### src/rtl/csr_file_if.sv
// CSR access bus between the execute stage (master) and the CSR file (slave).
// Carries the address, read/write enables, write data, read data and the illegal flag.
interface csr_file_if;
    logic [11:0] csr_addr;
    logic        csr_rd_en;
    logic        csr_wr_en;
    logic [31:0] csr_wr_data;
    logic [31:0] csr_rd_data;
    logic        csr_illegal;

    modport master (
        output csr_addr,
        output csr_rd_en,
        output csr_wr_en,
        output csr_wr_data,
        input  csr_rd_data,
        input  csr_illegal
    );

    modport slave (
        input  csr_addr,
        input  csr_rd_en,
        input  csr_wr_en,
        input  csr_wr_data,
        output csr_rd_data,
        output csr_illegal
    );
endinterface

### src/rtl/csr_file.sv
// Machine-mode CSR file: CSR read/write, trap entry and mret updates, and the interrupt-pending decision.
// Define CSR_COUNTERS_EN to build the 64-bit mcycle/minstret counters and their user shadows.
module csr_file #(
    parameter logic [31:0] HART_ID     = 32'h0000_0000,
    parameter logic [31:0] MISA_VAL    = 32'h4000_0104,
    parameter logic [31:0] MTVEC_RESET = 32'h0000_0000
) (
    input  logic        clk,
    input  logic        Rst,
    csr_file_if.slave   bus,
    input  logic        instret,
    input  logic        trap,
    input  logic [31:0] trap_cause,
    input  logic [31:0] trap_pc,
    input  logic [31:0] trap_val,
    input  logic        mret,
    input  logic        irq_ext,
    input  logic        irq_timer,
    output logic [31:0] mtvec_o,
    output logic [31:0] mepc_o,
    output logic        irq_pending
);

    localparam logic [11:0] AddrMstatus  = 12'h300;
    localparam logic [11:0] AddrMisa     = 12'h301;
    localparam logic [11:0] AddrMie      = 12'h304;
    localparam logic [11:0] AddrMtvec    = 12'h305;
    localparam logic [11:0] AddrMscratch = 12'h340;
    localparam logic [11:0] AddrMepc     = 12'h341;
    localparam logic [11:0] AddrMcause   = 12'h342;
    localparam logic [11:0] AddrMtval    = 12'h343;
    localparam logic [11:0] AddrMip      = 12'h344;
    localparam logic [11:0] AddrMhartid  = 12'hF14;
    localparam logic [11:0] AddrMcycle   = 12'hB00;
    localparam logic [11:0] AddrMcycleh  = 12'hB80;
    localparam logic [11:0] AddrMinstret = 12'hB02;
    localparam logic [11:0] AddrMinstrh  = 12'hB82;
    localparam logic [11:0] AddrCycle    = 12'hC00;
    localparam logic [11:0] AddrCycleh   = 12'hC80;
    localparam logic [11:0] AddrInstret  = 12'hC02;
    localparam logic [11:0] AddrInstreth = 12'hC82;

    logic        mstatus_mie_q, mstatus_mie_d;
    logic        mstatus_mpie_q, mstatus_mpie_d;
    logic        mie_mtie_q, mie_mtie_d;
    logic        mie_meie_q, mie_meie_d;
    logic [31:0] mtvec_q, mtvec_d;
    logic [31:0] mscratch_q, mscratch_d;
    logic [31:0] mepc_q, mepc_d;
    logic [31:0] mcause_q, mcause_d;
    logic [31:0] mtval_q, mtval_d;

    logic [31:0] mstatus_val;
    logic [31:0] mie_val;
    logic [31:0] mip_val;
    logic        addr_is_cnt;
    logic        addr_impl;
    logic        illegal;
    logic        wr_ok;
    logic [31:0] rdata;
    logic [31:0] cnt_rdata;

    assign mstatus_val = {19'd0, 2'b11, 3'd0, mstatus_mpie_q, 3'd0, mstatus_mie_q, 3'd0};
    assign mie_val     = {20'd0, mie_meie_q, 3'd0, mie_mtie_q, 7'd0};
    assign mip_val     = {20'd0, irq_ext, 3'd0, irq_timer, 7'd0};

    always_comb begin
        addr_is_cnt = 1'b0;
        case (bus.csr_addr)
            AddrMcycle, AddrMcycleh, AddrMinstret, AddrMinstrh,
            AddrCycle, AddrCycleh, AddrInstret, AddrInstreth: addr_is_cnt = 1'b1;
            default: addr_is_cnt = 1'b0;
        endcase
    end

    always_comb begin
        addr_impl = addr_is_cnt;
        case (bus.csr_addr)
            AddrMstatus, AddrMisa, AddrMie, AddrMtvec, AddrMscratch,
            AddrMepc, AddrMcause, AddrMtval, AddrMip, AddrMhartid: addr_impl = 1'b1;
            default: ;
        endcase
    end

    // Top two address bits 2'b11 mark read-only CSRs.
    assign illegal = bus.csr_rd_en &
                     (~addr_impl | (bus.csr_wr_en & (bus.csr_addr[11:10] == 2'b11)));
    assign wr_ok   = bus.csr_wr_en & ~illegal;

    always_comb begin
        rdata = cnt_rdata;
        case (bus.csr_addr)
            AddrMstatus:  rdata = mstatus_val;
            AddrMisa:     rdata = MISA_VAL;
            AddrMie:      rdata = mie_val;
            AddrMtvec:    rdata = mtvec_q;
            AddrMscratch: rdata = mscratch_q;
            AddrMepc:     rdata = mepc_q;
            AddrMcause:   rdata = mcause_q;
            AddrMtval:    rdata = mtval_q;
            AddrMip:      rdata = mip_val;
            AddrMhartid:  rdata = HART_ID;
            default:      ;
        endcase
    end

    assign bus.csr_rd_data = illegal ? 32'd0 : rdata;
    assign bus.csr_illegal = illegal;

    // Priority trap > mret > CSR write, resolved per register.
    always_comb begin
        mstatus_mie_d  = mstatus_mie_q;
        mstatus_mpie_d = mstatus_mpie_q;
        mie_mtie_d     = mie_mtie_q;
        mie_meie_d     = mie_meie_q;
        mtvec_d        = mtvec_q;
        mscratch_d     = mscratch_q;
        mepc_d         = mepc_q;
        mcause_d       = mcause_q;
        mtval_d        = mtval_q;

        if (wr_ok) begin
            case (bus.csr_addr)
                AddrMstatus: begin
                    mstatus_mie_d  = bus.csr_wr_data[3];
                    mstatus_mpie_d = bus.csr_wr_data[7];
                end
                AddrMie: begin
                    mie_mtie_d = bus.csr_wr_data[7];
                    mie_meie_d = bus.csr_wr_data[11];
                end
                AddrMtvec:    mtvec_d    = bus.csr_wr_data & ~32'h3;
                AddrMscratch: mscratch_d = bus.csr_wr_data;
                AddrMepc:     mepc_d     = bus.csr_wr_data & ~32'h1;
                AddrMcause:   mcause_d   = bus.csr_wr_data;
                AddrMtval:    mtval_d    = bus.csr_wr_data;
                default:      ;
            endcase
        end

        if (trap) begin
            mstatus_mpie_d = mstatus_mie_q;
            mstatus_mie_d  = 1'b0;
            mepc_d         = trap_pc & ~32'h1;
            mcause_d       = trap_cause;
            mtval_d        = trap_val;
        end else if (mret) begin
            mstatus_mie_d  = mstatus_mpie_q;
            mstatus_mpie_d = 1'b1;
        end
    end

    always_ff @(posedge clk or posedge Rst) begin
        if (Rst) begin
            mstatus_mie_q  <= 1'b0;
            mstatus_mpie_q <= 1'b0;
            mie_mtie_q     <= 1'b0;
            mie_meie_q     <= 1'b0;
            mtvec_q        <= MTVEC_RESET & ~32'h3;
            mscratch_q     <= 32'd0;
            mepc_q         <= 32'd0;
            mcause_q       <= 32'd0;
            mtval_q        <= 32'd0;
        end else begin
            mstatus_mie_q  <= mstatus_mie_d;
            mstatus_mpie_q <= mstatus_mpie_d;
            mie_mtie_q     <= mie_mtie_d;
            mie_meie_q     <= mie_meie_d;
            mtvec_q        <= mtvec_d;
            mscratch_q     <= mscratch_d;
            mepc_q         <= mepc_d;
            mcause_q       <= mcause_d;
            mtval_q        <= mtval_d;
        end
    end

`ifdef CSR_COUNTERS_EN
    logic [63:0] mcycle_q, mcycle_d;
    logic [63:0] minstret_q, minstret_d;

    // A write to either half replaces that cycle's increment; the other half holds.
    always_comb begin
        mcycle_d   = mcycle_q + 64'd1;
        minstret_d = minstret_q + {63'd0, instret};
        if (wr_ok) begin
            case (bus.csr_addr)
                AddrMcycle:   mcycle_d   = {mcycle_q[63:32], bus.csr_wr_data};
                AddrMcycleh:  mcycle_d   = {bus.csr_wr_data, mcycle_q[31:0]};
                AddrMinstret: minstret_d = {minstret_q[63:32], bus.csr_wr_data};
                AddrMinstrh:  minstret_d = {bus.csr_wr_data, minstret_q[31:0]};
                default:      ;
            endcase
        end
    end

    always_ff @(posedge clk or posedge Rst) begin
        if (Rst) begin
            mcycle_q   <= 64'd0;
            minstret_q <= 64'd0;
        end else begin
            mcycle_q   <= mcycle_d;
            minstret_q <= minstret_d;
        end
    end

    always_comb begin
        cnt_rdata = 32'd0;
        case (bus.csr_addr)
            AddrMcycle, AddrCycle:     cnt_rdata = mcycle_q[31:0];
            AddrMcycleh, AddrCycleh:   cnt_rdata = mcycle_q[63:32];
            AddrMinstret, AddrInstret: cnt_rdata = minstret_q[31:0];
            AddrMinstrh, AddrInstreth: cnt_rdata = minstret_q[63:32];
            default:                   cnt_rdata = 32'd0;
        endcase
    end
`else
    logic unused_instret;

    assign unused_instret = instret;
    assign cnt_rdata      = 32'd0;
`endif

    assign mtvec_o     = mtvec_q;
    assign mepc_o      = mepc_q;
    assign irq_pending = mstatus_mie_q & ((mie_mtie_q & irq_timer) | (mie_meie_q & irq_ext));

endmodule

### src/flat_wrapper.sv
// flat-port wrapper written by rule: the top's interface ports become plain ports
module csr_file_flat 
#(
    parameter logic [31:0] HART_ID     = 32'h0000_0000,
    parameter logic [31:0] MISA_VAL    = 32'h4000_0104,
    parameter logic [31:0] MTVEC_RESET = 32'h0000_0000
)
  (clk, Rst, instret, trap, trap_cause, trap_pc, trap_val, mret, irq_ext, irq_timer, mtvec_o, mepc_o, irq_pending, bus_csr_addr, bus_csr_rd_en, bus_csr_wr_en, bus_csr_wr_data, bus_csr_rd_data, bus_csr_illegal);
  csr_file_if bus_i ();
  input  logic clk;
  input  logic Rst;
  input  logic instret;
  input  logic trap;
  input  logic [31:0] trap_cause;
  input  logic [31:0] trap_pc;
  input  logic [31:0] trap_val;
  input  logic mret;
  input  logic irq_ext;
  input  logic irq_timer;
  output logic [31:0] mtvec_o;
  output logic [31:0] mepc_o;
  output logic irq_pending;
  input wire logic [$bits(bus_i.csr_addr)-1:0] bus_csr_addr;
  input wire logic [$bits(bus_i.csr_rd_en)-1:0] bus_csr_rd_en;
  input wire logic [$bits(bus_i.csr_wr_en)-1:0] bus_csr_wr_en;
  input wire logic [$bits(bus_i.csr_wr_data)-1:0] bus_csr_wr_data;
  output wire logic [$bits(bus_i.csr_rd_data)-1:0] bus_csr_rd_data;
  output wire logic [$bits(bus_i.csr_illegal)-1:0] bus_csr_illegal;
  assign bus_i.csr_addr = bus_csr_addr;
  assign bus_i.csr_rd_en = bus_csr_rd_en;
  assign bus_i.csr_wr_en = bus_csr_wr_en;
  assign bus_i.csr_wr_data = bus_csr_wr_data;
  assign bus_csr_rd_data = bus_i.csr_rd_data;
  assign bus_csr_illegal = bus_i.csr_illegal;
  csr_file #(.HART_ID(HART_ID), .MISA_VAL(MISA_VAL), .MTVEC_RESET(MTVEC_RESET)) u_core (.clk(clk), .Rst(Rst), .bus(bus_i), .instret(instret), .trap(trap), .trap_cause(trap_cause), .trap_pc(trap_pc), .trap_val(trap_val), .mret(mret), .irq_ext(irq_ext), .irq_timer(irq_timer), .mtvec_o(mtvec_o), .mepc_o(mepc_o), .irq_pending(irq_pending));
endmodule
### config.mk
export PLATFORM = sky130hd
export DESIGN_NAME = csr_file_flat
export DESIGN_NICKNAME = d
export VERILOG_FILES = /design/src/rtl/csr_file_if.sv /design/src/rtl/csr_file.sv /design/src/flat_wrapper.sv
export SDC_FILE = /design/constraint.sdc
export NUM_CORES = 1
export LEC_CHECK = 0
export BUFFER_PORTS_ARGS = -buffer_cell sky130_fd_sc_hd__buf_2
export CAP_MARGIN = 10
export CORE_MARGIN = 4
export CORE_UTILIZATION = 45
export DETAILED_ROUTE_END_ITERATION = 7
export GPL_ROUTABILITY_DRIVEN = 0
export PLACE_DENSITY = 0.75
export SETUP_SLACK_MARGIN = 0.5
export SYNTH_ARGS = -nofsm -noshare
export SYNTH_HDL_FRONTEND = slang
export SYNTH_SLANG_ARGS = --single-unit
### constraint.sdc
create_clock -name clk -period 5.2 [get_ports clk]
set_input_delay 0.26 -clock clk [delete_from_list [all_inputs] [get_ports clk]]
set_output_delay 0.26 -clock clk [all_outputs]
set_load 0.05 [all_outputs]
## After elaboration in Yosys (flattened, before gate mapping)

Index checks and enable logic that the tools add are counted.

| storage, ports and cells | value |
|---|---|
| input bits | 149 |
| logic and storage cells | 74 |
| output and inout bits | 98 |
| register bits after elaboration | 162 |

| operators by class | value |
|---|---|
| mux-type cells | 21 |
| equal/unequal tests | 19 |
| reductions and logical operators | 15 |
| bitwise operators | 10 |

Operators by type and width:

| operator | count |
|---|---|
| 2-to-1 mux 32 bit | 10 |
| case mux 32 bit (9 select lines) | 1 |
| == test 12 x 10 -> 1 bit (second input constant) | 9 |
| == test 12 bit (second input constant) | 9 |
| AND reduction 2 bit | 7 |
| 2-to-1 mux 1 bit | 10 |
| OR reduction 10 bit | 1 |
| nonzero test 2 bit | 4 |
| OR reduction 8 bit | 1 |
| bitwise AND 1 bit | 6 |
| nonzero test 3 bit | 2 |
| == test 2 bit (second input constant) | 1 |
| inverter 1 bit | 2 |
| bitwise OR 1 bit | 2 |

## Logic depth before layout (Yosys ltp)

| depth | value |
|---|---|
| depth after elaboration | 12 |
| gate-level depth with buffers | 7 |
| mapped depth without buffers | 4 |

## Least setup slack after synthesis

OpenSTA, ideal clock, no wires.

| timing path | value |
|---|---|
| path kind | input to output |
| from | input port bus_csr_addr[0] |
| to | output port bus_csr_rd_data[10] |
| data arrival time | 2.563 ns |
| cell stages on the path | 7 |
| path slack | 2.377 ns |
| buffers on the path | 4 |
| required time | 4.940 ns |
| path through | clkbuf_1 -> clkbuf_1 -> and2_1 -> clkbuf_1 -> clkbuf_1 -> a21oi_1 -> o21ai_0 |

| on the way | value |
|---|---|
| cells in the longest elaborated chain, start to end | 8 |
| elaborated cells on any way between the ends | 27 |
| classes of those cells | 18 x eq/ne; 4 x mux; 3 x bitwise; 2 x reduce/logical |

RTL lines:

| element | line | RTL |
|---|---|---|
| start, declared | flat_wrapper.sv:23 | `input wire logic [$bits(bus_i.csr_addr)-1:0] bus_csr_addr;` |
| == test 12 bit | csr_file.sv:69 | `case (bus.csr_addr)` |
| OR reduction 8 bit | csr_file.sv:69 |  |
| 2-to-1 mux 1 bit | csr_file.sv:69 |  |
| 2-to-1 mux 1 bit | csr_file.sv:78 | `case (bus.csr_addr)` |
| inverter 1 bit | csr_file.sv:87 | `(~addr_impl \| (bus.csr_wr_en & (bus.csr_addr[11:10] == 2'b11)));` |
| bitwise OR 1 bit | csr_file.sv:87 |  |
| bitwise AND 1 bit | csr_file.sv:86 | `assign illegal = bus.csr_rd_en &` |
| 2-to-1 mux 32 bit * | csr_file.sv:107 | `assign bus.csr_rd_data = illegal ? 32'd0 : rdata;` |
| end, declared | flat_wrapper.sv:27 | `output wire logic [$bits(bus_i.csr_rd_data)-1:0] bus_csr_rd_data;` |

Every way passes the cells marked *; elsewhere a longest branch is shown, timed or not.

## Worst setup path after layout

| timing path | value |
|---|---|
| from | input port bus_csr_addr[8] |
| to | output port bus_csr_rd_data[5] |

Same word-level chain as after synthesis.

==> metrics <==
Setup TNS 0 ps; vias 7,366; Max Cap Viol 0; Achievable Freq 0.350 GHz; Placed Cells incl. Taps 1,170; vias in the first global route 7,453; synthesized cell area 0.00853 sq mm; clk slew on worst S/H paths 80 ps; FF+latch count, synth 161; Pins Over Slew Limit 0; fin cells 1,204; Final Hold Violating Endpoints 0; share of cells above drive strength 1 34.6%; post-CTS resize count 0; drt wl/cell 21.5 um; fin nets 1,105; worst path cell trace buf_2 -> nor3b_1 -> and4_1 -> buf_4 -> a22oi_1 -> o21ai_0 -> buf_2; Max-slew headroom 32.3%; Clock Power Share 42.1%; CP endpoint kind primary output; Post-DRT Antenna Nets 0; IO buf count 241; startpoint types input pin; worst slew pin tran 1010 ps; Yosys warnings 0; Reg2Reg Setup Slack 4220 ps; Crit Path Class input pin to primary output; first-pass GRT wire length 41,700 um; WP data required 4940 ps; slowest CP cell nor3b_1; worst-skew pair later-pin latency 420 ps; Multi-input gate area 0.00416 sq mm; Die X 146 um; drt pass-1 iters 5; CTS root buffer clkbuf_16; Avg Cell Area, Syn 11.3 sq um; P&R area growth vs syn 22.7%; Sw Ratio 28.6%; Final Cycle Share 54.9%; Switch Pwr 0.891 mW; status finished clean; Worst VDD drop 0.000205 V; clk_skew 0.0688 ps; Seq/Total Area, Yosys 47.2%; worst-path fanout max 29; final wirelength 25,900 um; Top-Level Pins 247; final setup fails 0; synth unique cells 51; Leakage Power 5.01 nW; vias per cell 6.12; Layout fillers 1,602; core area 0.0187 sq mm; largest net degree at the start of global routing 125; register area 0.00403 sq mm; HP Class input pin to register; CTS tree yes; grt ovf 0; Tmin final 2860 ps; die area 0.0212 sq mm; All-Layer GR Usage 24.3%; Starting Density 45.6%; Starting DRT DRC Count 529; Sequential Power Share 43.7%; H-tree levels 4; DRC errors left 0; CTS sink count 161; TritonCTS Buffers 17; Final HPWL DP 17,300 um; Most common cell on crit path buf_2; arrival time worst endpoint 2600 ps; Rows 50; Clock Path Buffers 2; post-synthesis cell count 757; Internal 2.23 mW; Logic pwr share 14.2%; Final Util 56.0%; Pwr per Cell Area 298 mW/mm^2; Crit path largest cell delay 790 ps; Die Y 146 um; initial antenna violation count 4; RSZ-0062 raised after global routing no
-- worst paths after layout --
check,startpoint,to,depth (start not counted)
setup reg to reg,u_core.mepc_o[8]$_DFFE_PP0P_,u_core.mepc_o[8]$_DFFE_PP0P_,2
min in group asynchronous,Rst,u_core.mcause_q[14]$_DFFE_PP0P_,3
setup / recovery,bus_csr_addr[8],bus_csr_rd_data[5],7
max in group asynchronous,Rst,u_core.mcause_q[2]$_DFFE_PP0P_,4
hold reg to reg,u_core.mscratch_q[31]$_DFFE_PP0P_,u_core.mscratch_q[31]$_DFFE_PP0P_,1
hold / removal,trap_pc[23],u_core.mepc_o[23]$_DFFE_PP0P_,2
-- synth_stat cells (all sizes together) --
cell type / n / share of area [%]
clkbuf: 52 / 2.3
and4: 3 / 0.31
mux2: 67 / 8.8
inv: 6 / 0.26
and3b: 3 / 0.31
and2: 3 / 0.22
a32oi: 4 / 0.41
nand4b: 2 / 0.21
a211o: 1 / 0.10
conb: 1 / 0.044
nor3: 4 / 0.37
o22ai: 1 / 0.073
nand2b: 2 / 0.15
o21ai: 26 / 1.5
or3b: 2 / 0.21
nor3b: 98 / 8.6
o211ai: 3 / 0.26
o2bb2ai: 2 / 0.21
or2: 1 / 0.073
a31oi: 1 / 0.073
o32a: 1 / 0.12
dfrtp: 161 / 47
a32o: 1 / 0.12
nand3: 14 / 0.82
nor4bb: 1 / 0.12
nor2: 28 / 1.2
a31o: 1 / 0.10
a21oi: 28 / 1.6
o22a: 1 / 0.10
a221o: 100 / 12
mux2i: 28 / 3.3
nor2b: 35 / 2.6
nor4b: 2 / 0.28
a22oi: 24 / 2.1
a211oi: 2 / 0.18
nand2: 5 / 0.22
nor4: 5 / 0.97
a21o: 3 / 0.26
buf: 27 / 1.7
and3: 1 / 0.073
nand4: 3 / 0.22
or4b: 1 / 0.12
or3: 1 / 0.073
and4b: 2 / 0.23
-- critical path, delay by kind of cell --
family                 cells  cell delay, ps
buffers and inverters      3             900
AOI/OAI and AO/OA          2             300
and+or+nand+nor            2            1130
-- layer usage --
| metal | track usage (%) | vias up | share of wire, % |
|---|---|---|---|
| met5 | 0 | - | 0.11 |
| met4 | 6.03 | 6 | 1.1 |
| met3 | 6.26 | 23 | 6.6 |
| met2 | 38.9 | 271 | 48 |
| met1 | 33.1 | 3727 | 44 |
| li1 | - | 3339 | - |
-- cells in the final DEF, fill, tap and decap left out, types with 3 or more instances in the layout --
| master | netlist | routed |
|---|---|---|
| nor3_1 | 3 | 3 |
| dfrtp_1 | 161 | 161 |
| nor2_1 | 28 | 28 |
| inv_6 | 0 | 8 |
| and2_1 | 3 | 3 |
| buf_4 | 6 | 14 |
| and4_1 | 3 | 3 |
| mux2_1 | 30 | 30 |
| mux2i_1 | 28 | 28 |
| nand4_1 | 3 | 3 |
| a22oi_1 | 24 | 24 |
| buf_2 | 16 | 240 |
| inv_1 | 6 | 5 |
| nor3b_1 | 98 | 98 |
| nand2_1 | 5 | 5 |
| nand3_1 | 14 | 14 |
| mux2_2 | 37 | 37 |
| nor4_4 | 3 | 4 |
| a21o_1 | 3 | 3 |
| o211ai_1 | 3 | 3 |
| o21ai_0 | 26 | 26 |
| clkbuf_16 | 0 | 17 |
| a21oi_1 | 28 | 28 |
| conb_1 | 1 | 3 |
| a221o_1 | 100 | 100 |
| a32oi_1 | 4 | 4 |
| and3b_1 | 3 | 3 |
| nor2b_1 | 35 | 35 |
-- state kept, by name, summed over array words and instances, names as in the netlist --
signal,count
u_core.mstatus_mpie_q,1
u_core.mie_meie_q,1
u_core.mcause_q,32
u_core.mie_mtie_q,1
u_core.mtval_q,32
u_core.mtvec_o,30
u_core.mscratch_q,32
u_core.mstatus_mie_q,1
u_core.mepc_o,31
-- power by group through the flow --
stage	registers [mW]	clock network (mW)	logic [mW]
floorplan	1.45	0	0.224
global placement	1.38	0	0.436
detailed placement	1.39	0	0.443
CTS	1.36	1.33	0.445
global route	1.37	1.39	0.481
finish	1.36	1.31	0.444
-- final cells by class --
class / instances / area share (%)
inverter: 6 / 0.263
timing repair buffer: 257 / 12.9
multi-input combinational: 513 / 39.7
clock inverter: 15 / 1.80
tap: 234 / 2.80
antenna: 1 / 0.0239
sequential: 161 / 38.5
clock buffer: 17 / 4.06
-- stage by stage --
step / hold WS [ps] / worst slack [ps] / total power, mW / area [sq um]
finish: 64.7 / 2340 / 3.12 / 10500
global route: 51.5 / 2250 / 3.24 / 10500
CTS: 49.6 / 2360 / 3.14 / 10500
detailed placement: 422 / 1980 / 1.83 / 9850
global placement: 427 / 1990 / 1.82 / 9850
floorplan: 395 / 592 / 1.68 / 8540
-- logic make-up (layout without fill, tap and decap cells) --
| family | count (synthesis) | count (layout) | synth area share (%) |
|---|---|---|---|
| buf+inv | 85 | 295 | 4.24 |
| simple gates | 216 | 216 | 17.4 |
| flops | 161 | 161 | 47.2 |
| compound gates | 199 | 199 | 19.0 |
| mux | 95 | 95 | 12.1 |
| other cells | 1 | 4 | 0.0439 |
-- repair_timing --
item / CTS / global route
hold buffers: 1 / 0
setup buffers: 0 / 0
setup endpoints to repair: 0 / 0
endpoints found under the hold margin: 71 / 0
No activity file was read; power rests on OpenSTA's default activity.
